`config.mk`:
```
export PLATFORM = sky130hd
export DESIGN_NAME = fetch_unit_flat
export DESIGN_NICKNAME = d
export VERILOG_FILES = /design/src/rtl/fetch_if.sv /design/src/rtl/fetch_unit.sv /design/src/flat_wrapper.sv
export SDC_FILE = /design/constraint.sdc
export NUM_CORES = 1
export LEC_CHECK = 0
export CORE_ASPECT_RATIO = 1.25
export CORE_MARGIN = 1.5
export CORE_UTILIZATION = 44
export DETAILED_ROUTE_END_ITERATION = 10
export GPL_TIMING_DRIVEN = 1
export PLACE_DENSITY = 0.85
export SETUP_SLACK_MARGIN = 0.1
export SLEW_MARGIN = 20
export SYNTH_ARGS = -nofsm -noshare
export SYNTH_HDL_FRONTEND = slang
export SYNTH_SLANG_ARGS = --single-unit
```
`constraint.sdc`:
```
create_clock -name clk -period 3.74 [get_ports clk]
set_input_delay 0.374 -clock clk [delete_from_list [all_inputs] [get_ports clk]]
set_output_delay 0.374 -clock clk [all_outputs]
set_load 0.005 [all_outputs]
```
`src/rtl/fetch_if.sv`:
```
// Fetch unit bus bundle: instruction-memory req/ack port, redirect input
// and the valid/ready hand-off to decode.
interface fetch_if;
  logic        imem_req;
  logic [31:0] imem_addr;
  logic        imem_ack;
  logic [31:0] imem_rdata;
  logic        redirect_valid;
  logic [31:0] redirect_pc;
  logic        inst_valid;
  logic [31:0] inst_pc;
  logic [31:0] inst_data;
  logic        inst_ready;

  // fetch unit side
  modport master (
    output imem_req, imem_addr, inst_valid, inst_pc, inst_data,
    input  imem_ack, imem_rdata, redirect_valid, redirect_pc, inst_ready
  );

  // memory / PC path / decode side
  modport slave (
    input  imem_req, imem_addr, inst_valid, inst_pc, inst_data,
    output imem_ack, imem_rdata, redirect_valid, redirect_pc, inst_ready
  );
endinterface

```
`src/rtl/fetch_unit.sv`:
```
// Instruction fetch front end: one outstanding memory request, a single
// instruction buffer toward decode, and redirect handling that squashes
// in-flight or buffered instructions.
module fetch_unit #(
  parameter logic [31:0] RESET_PC = 32'h0000_0000,
  parameter int unsigned INC      = 4
) (
  input  logic   clk,
  input  logic   reset,
  fetch_if.master bus
);

  localparam logic [31:0] INC_W = INC;

  typedef enum logic [1:0] {
    START = 2'd0,
    REQ   = 2'd1,
    DROP  = 2'd2,
    HOLD  = 2'd3
  } state_t;

  state_t      state_q, state_d;
  logic [31:0] fetch_pc_q, fetch_pc_d;
  logic [31:0] pend_pc_q, pend_pc_d;
  logic [31:0] inst_pc_q, inst_pc_d;
  logic [31:0] inst_data_q, inst_data_d;

  // State and datapath registers; reset is asynchronous.
  always_ff @(posedge clk or posedge reset) begin
    if (reset) begin
      state_q     <= START;
      fetch_pc_q  <= RESET_PC;
      pend_pc_q   <= '0;
      inst_pc_q   <= '0;
      inst_data_q <= '0;
    end else begin
      state_q     <= state_d;
      fetch_pc_q  <= fetch_pc_d;
      pend_pc_q   <= pend_pc_d;
      inst_pc_q   <= inst_pc_d;
      inst_data_q <= inst_data_d;
    end
  end

  // Next-state and datapath updates. DROP waits out an issued request whose
  // data is already stale; the request is never withdrawn mid-flight.
  always_comb begin
    state_d     = state_q;
    fetch_pc_d  = fetch_pc_q;
    pend_pc_d   = pend_pc_q;
    inst_pc_d   = inst_pc_q;
    inst_data_d = inst_data_q;
    unique case (state_q)
      START: begin
        state_d = REQ;
        if (bus.redirect_valid) fetch_pc_d = bus.redirect_pc;
      end
      REQ: begin
        if (bus.imem_ack) begin
          if (bus.redirect_valid) begin
            fetch_pc_d = bus.redirect_pc;
          end else begin
            inst_data_d = bus.imem_rdata;
            inst_pc_d   = fetch_pc_q;
            state_d     = HOLD;
          end
        end else if (bus.redirect_valid) begin
          pend_pc_d = bus.redirect_pc;
          state_d   = DROP;
        end
      end
      DROP: begin
        if (bus.redirect_valid) pend_pc_d = bus.redirect_pc;
        if (bus.imem_ack) begin
          fetch_pc_d = bus.redirect_valid ? bus.redirect_pc : pend_pc_q;
          state_d    = REQ;
        end
      end
      HOLD: begin
        // A redirect alongside inst_ready still delivers; it only steers the
        // next address.
        if (bus.redirect_valid) begin
          fetch_pc_d = bus.redirect_pc;
          state_d    = REQ;
        end else if (bus.inst_ready) begin
          fetch_pc_d = inst_pc_q + INC_W;
          state_d    = REQ;
        end
      end
      default: state_d = START;
    endcase
  end

  assign bus.imem_req   = (state_q == REQ) || (state_q == DROP);
  assign bus.imem_addr  = fetch_pc_q;
  assign bus.inst_valid = (state_q == HOLD);
  assign bus.inst_pc    = inst_pc_q;
  assign bus.inst_data  = inst_data_q;

endmodule

```
`src/flat_wrapper.sv`:
```
// flat-port wrapper written by rule: the top's interface ports become plain ports
module fetch_unit_flat 
#(
  parameter logic [31:0] RESET_PC = 32'h0000_0000,
  parameter int unsigned INC      = 4
)
  (clk, reset, bus_imem_req, bus_imem_addr, bus_inst_valid, bus_inst_pc, bus_inst_data, bus_imem_ack, bus_imem_rdata, bus_redirect_valid, bus_redirect_pc, bus_inst_ready);
  fetch_if bus_i ();
  input  logic clk;
  input  logic reset;
  output wire logic [$bits(bus_i.imem_req)-1:0] bus_imem_req;
  output wire logic [$bits(bus_i.imem_addr)-1:0] bus_imem_addr;
  output wire logic [$bits(bus_i.inst_valid)-1:0] bus_inst_valid;
  output wire logic [$bits(bus_i.inst_pc)-1:0] bus_inst_pc;
  output wire logic [$bits(bus_i.inst_data)-1:0] bus_inst_data;
  input wire logic [$bits(bus_i.imem_ack)-1:0] bus_imem_ack;
  input wire logic [$bits(bus_i.imem_rdata)-1:0] bus_imem_rdata;
  input wire logic [$bits(bus_i.redirect_valid)-1:0] bus_redirect_valid;
  input wire logic [$bits(bus_i.redirect_pc)-1:0] bus_redirect_pc;
  input wire logic [$bits(bus_i.inst_ready)-1:0] bus_inst_ready;
  assign bus_imem_req = bus_i.imem_req;
  assign bus_imem_addr = bus_i.imem_addr;
  assign bus_inst_valid = bus_i.inst_valid;
  assign bus_inst_pc = bus_i.inst_pc;
  assign bus_inst_data = bus_i.inst_data;
  assign bus_i.imem_ack = bus_imem_ack;
  assign bus_i.imem_rdata = bus_imem_rdata;
  assign bus_i.redirect_valid = bus_redirect_valid;
  assign bus_i.redirect_pc = bus_redirect_pc;
  assign bus_i.inst_ready = bus_inst_ready;
  fetch_unit #(.RESET_PC(RESET_PC), .INC(INC)) u_core (.clk(clk), .reset(reset), .bus(bus_i));
endmodule
```
==> impl_metrics.tcl <==
set metrics [dict create \
    drc 0 \
    ys_types 47 \
    grt_overflow_total 0 \
    period_share_pct 71.3 \
    ctsResizeCount 0 \
    hold_viol_final 0 \
    yosys_warnings 0 \
    synth.avg_cell_area_um2 12.1 \
    grt_use_total_pct 23.5 \
    yosysSeqAreaShare_pct 54.3 \
    synth_top_area_share_pct 54.3 \
    core_area_um2 13300 \
    cts_inserted_buffers 17 \
    ys_seq_elements 130 \
    fin_setup_tns_ps 0 \
    antennaDiodeCount 0 \
    cts_tree "done" \
    irDropWorstVdd_mv 0.447 \
    synth_top_family_by_area "multiplexers" \
    drive_above_1_share_pct 22.2 \
    rr_endpoint "u_core.bus.imem_addr[6]" \
    wire_per_inst_um 19.2 \
    status "completed" \
    maxCapViolations 0 \
    htreeDepth 4 \
    drt_pass1_iterations 5 \
    r2r-start "u_core.state_q[1]" \
    dieArea_um2 14300 \
    clk_pin_slew_ps 60 \
    crit_path_end_kind "flop" \
    n_fill_cell 1060 \
    final_common_cell "clkdlybuf4s50_1" \
    grt_pass1_vias 5115 \
    synth_edf_count 0 \
    regToRegSetupSlack_ps 1070 \
    clock_sinks 130 \
    grt_max_degree 61 \
    fin_crit_ps 2670 \
    worst_ep_required_time_ps 4090 \
    first_iter_violations 268 \
    synthFlopType "dfrtp_1" \
    synthesis.nets 566 \
    critical_path.max_stage_delay_ps 640 \
    setup_violations 0 \
    routed_via_density 5.79 \
    r2r_cells 7 \
    dp_hpwl_um 11600 \
    async_flop_share_pct 100 \
    synth-simple-area-share_pct 9.70 \
    yosys.area_share.xor_xnor_pct 2.63 \
    nets 728 \
    die_w_um 107 \
    final_max_slew_viol_count 0 \
    synth_compound_area_share_pct 11.4 \
    path_class "flop to flop" \
    worstMarginPinSlew_ps 1060 \
    startpoint_type "flop" \
    insertion_delay_ps 410 \
    synth_fa_ha_area_share_pct 0.836 \
    rows 47 \
    dr_total_vias 4859 \
    yosysTopAreaCell "dfrtp_1" \
    io_pins 167 \
    yosys-top-cells-area "dfrtp_1 54%, mux2_2 18%, a221oi_1 2.3%" \
    clock.fmax_mhz 375 \
    grt_pass1_wl_um 26000 \
    power.leakage_uw 0.00338 \
    gp_congestion 0.839 \
    postCtsHoldBufs 0 \
    relSlewSlack_pct 28.9 \
    worstPathCellList "ha_1 > mux2_2 > o22ai_2 > buf_4 > a21oi_1 > o21ai_0 > o21a_1" \
    worstPathMaxFanout 24 \
    ant_nets 0 \
    layout_common_cells "166 x clkdlybuf4s50_1, 130 x dfrtp_1, 98 x mux2_2" \
    muxShareOfSynthArea_pct 18.4 \
    post_cts.repair.setup_buffers 0 \
    worstPathArrival_ps 3010 \
    crit_slowest_cell "o22ai_2" \
    start_util_pct 45.0 \
    syn_inst 493 \
    die_h_um 133 \
    finClkSkew_ps 5.34 \
    path_buf_inv 1 \
    p_per_area_nw_per_um2 866 \
    synth.cell_area_um2 5990 \
    cts_root_buf "clkbuf_16" \
    rsz0062_at_grt "false" \
    min_path_type "primary input to asynchronous set/reset pin" \
    area_growth_syn_to_layout_pct 40.2 \
    io_buffers 166 \
    drt_wl_total_um 16100 \
    grt_antenna_before_repair 0 \
    critPathTopFamily "compound AO/OA/AOI/OAI gates" \
    hold_ws_ps 352 \
    cts_buffer_depth 2 \
]
## synthesized netlist by cell type, types with 4 or more instances
cell type  number
a21oi_1        21
a221oi_1       16
a222oi_1        7
a22oi_1         7
a31oi_1         6
and4_1          8
buf_2           9
clkbuf_1       19
dfrtp_1       130
ha_1            4
inv_1           6
mux2_2         98
nand2_1        22
nand3_1        11
nand4_1         6
nor2_1         28
nor4_1          6
o21ai_0        21
o22ai_1         7
xnor2_1        14
xor2_1          4
## sequential cells by signal, indices dropped and copies added (netlist names)
register              count
u_core.bus.inst_data     32
u_core.bus.inst_pc       32
u_core.state_q            2
u_core.bus.imem_addr     32
u_core.pend_pc_q         32
## logic make-up (layout without fill, tap and decap cells)
family,after synthesis,count (layout)
mux,98,98
buf+inv,38,213
simple gates,104,104
flops,130,130
xor+xnor,18,18
fa+ha+maj,4,4
compound gates,101,101
## stage by stage
| stage | utilization (%) | std cells | total power (uW) | setup slack [ps] | area [um2] |
|---|---|---|---|---|---|
| floorplan | - | 493 | 4010 | 1760 | 5990 |
| global placement | 58.7 | 807 | 5470 | 1090 | 7810 |
| detailed placement | 58.7 | 807 | 5660 | 986 | 7810 |
| CTS | 63.2 | 839 | 7320 | 1080 | 8390 |
| global route | 63.2 | 839 | 7700 | 860 | 8390 |
| finish | 63.2 | 839 | 7270 | 1070 | 8390 |
## worst max-delay path by stage
stage | start | endpoint | slack (ps) | depth (start not counted)
3_3_place_gp | bus_redirect_valid | u_core.bus.imem_addr[28] | 1090 | 5
6_report | u_core.state_q[1] | u_core.bus.imem_addr[6] | 1070 | 7
4_1_cts | u_core.state_q[1] | u_core.bus.imem_addr[6] | 1080 | 7
3_5_place_dp | bus_redirect_valid | u_core.bus.imem_addr[28] | 990 | 5
5_1_grt | u_core.state_q[0] | u_core.bus.imem_addr[6] | 860 | 7
2_1_floorplan | reset | u_core.bus.imem_addr[0] | 1760 | 1
## worst register-to-register path, cell delays in order (launching register included)
cell and delay (ps):
dfrtp_1 370, ha_1 480, mux2_2 420, o22ai_2 640
buf_4 380, a21oi_1 70, o21ai_0 90, o21a_1 150
## area by class of cell
cell class	count	area [um2]	share of cell area [%]
Clock inverter	13	135	1.61
Clock buffer	19	453	5.40
Inverter	6	26.3	0.313
Sequential cell	130	3250	38.8
Timing Repair Buffer	175	1730	20.6
Multi-Input combinational cell	325	2580	30.8
Tap cell	171	214	2.55
## power breakdown
group          internal (uW)  total (uW)  leakage [uW]  switching, uW
combinational           1780        2860       0.00158           1090
sequential              2120        2780       0.00153            660
clock                   1010        1620      0.000277            610
## per-layer routing
metal	vias up	GRT usage [%]	share of wire [%]
li1	2158	-	-
met1	2447	27.6	38
met5	-	0	0
met3	37	4.60	5.6
met4	0	9.63	2.7
met2	217	41.7	53
(Power assumes the default switching activity.)
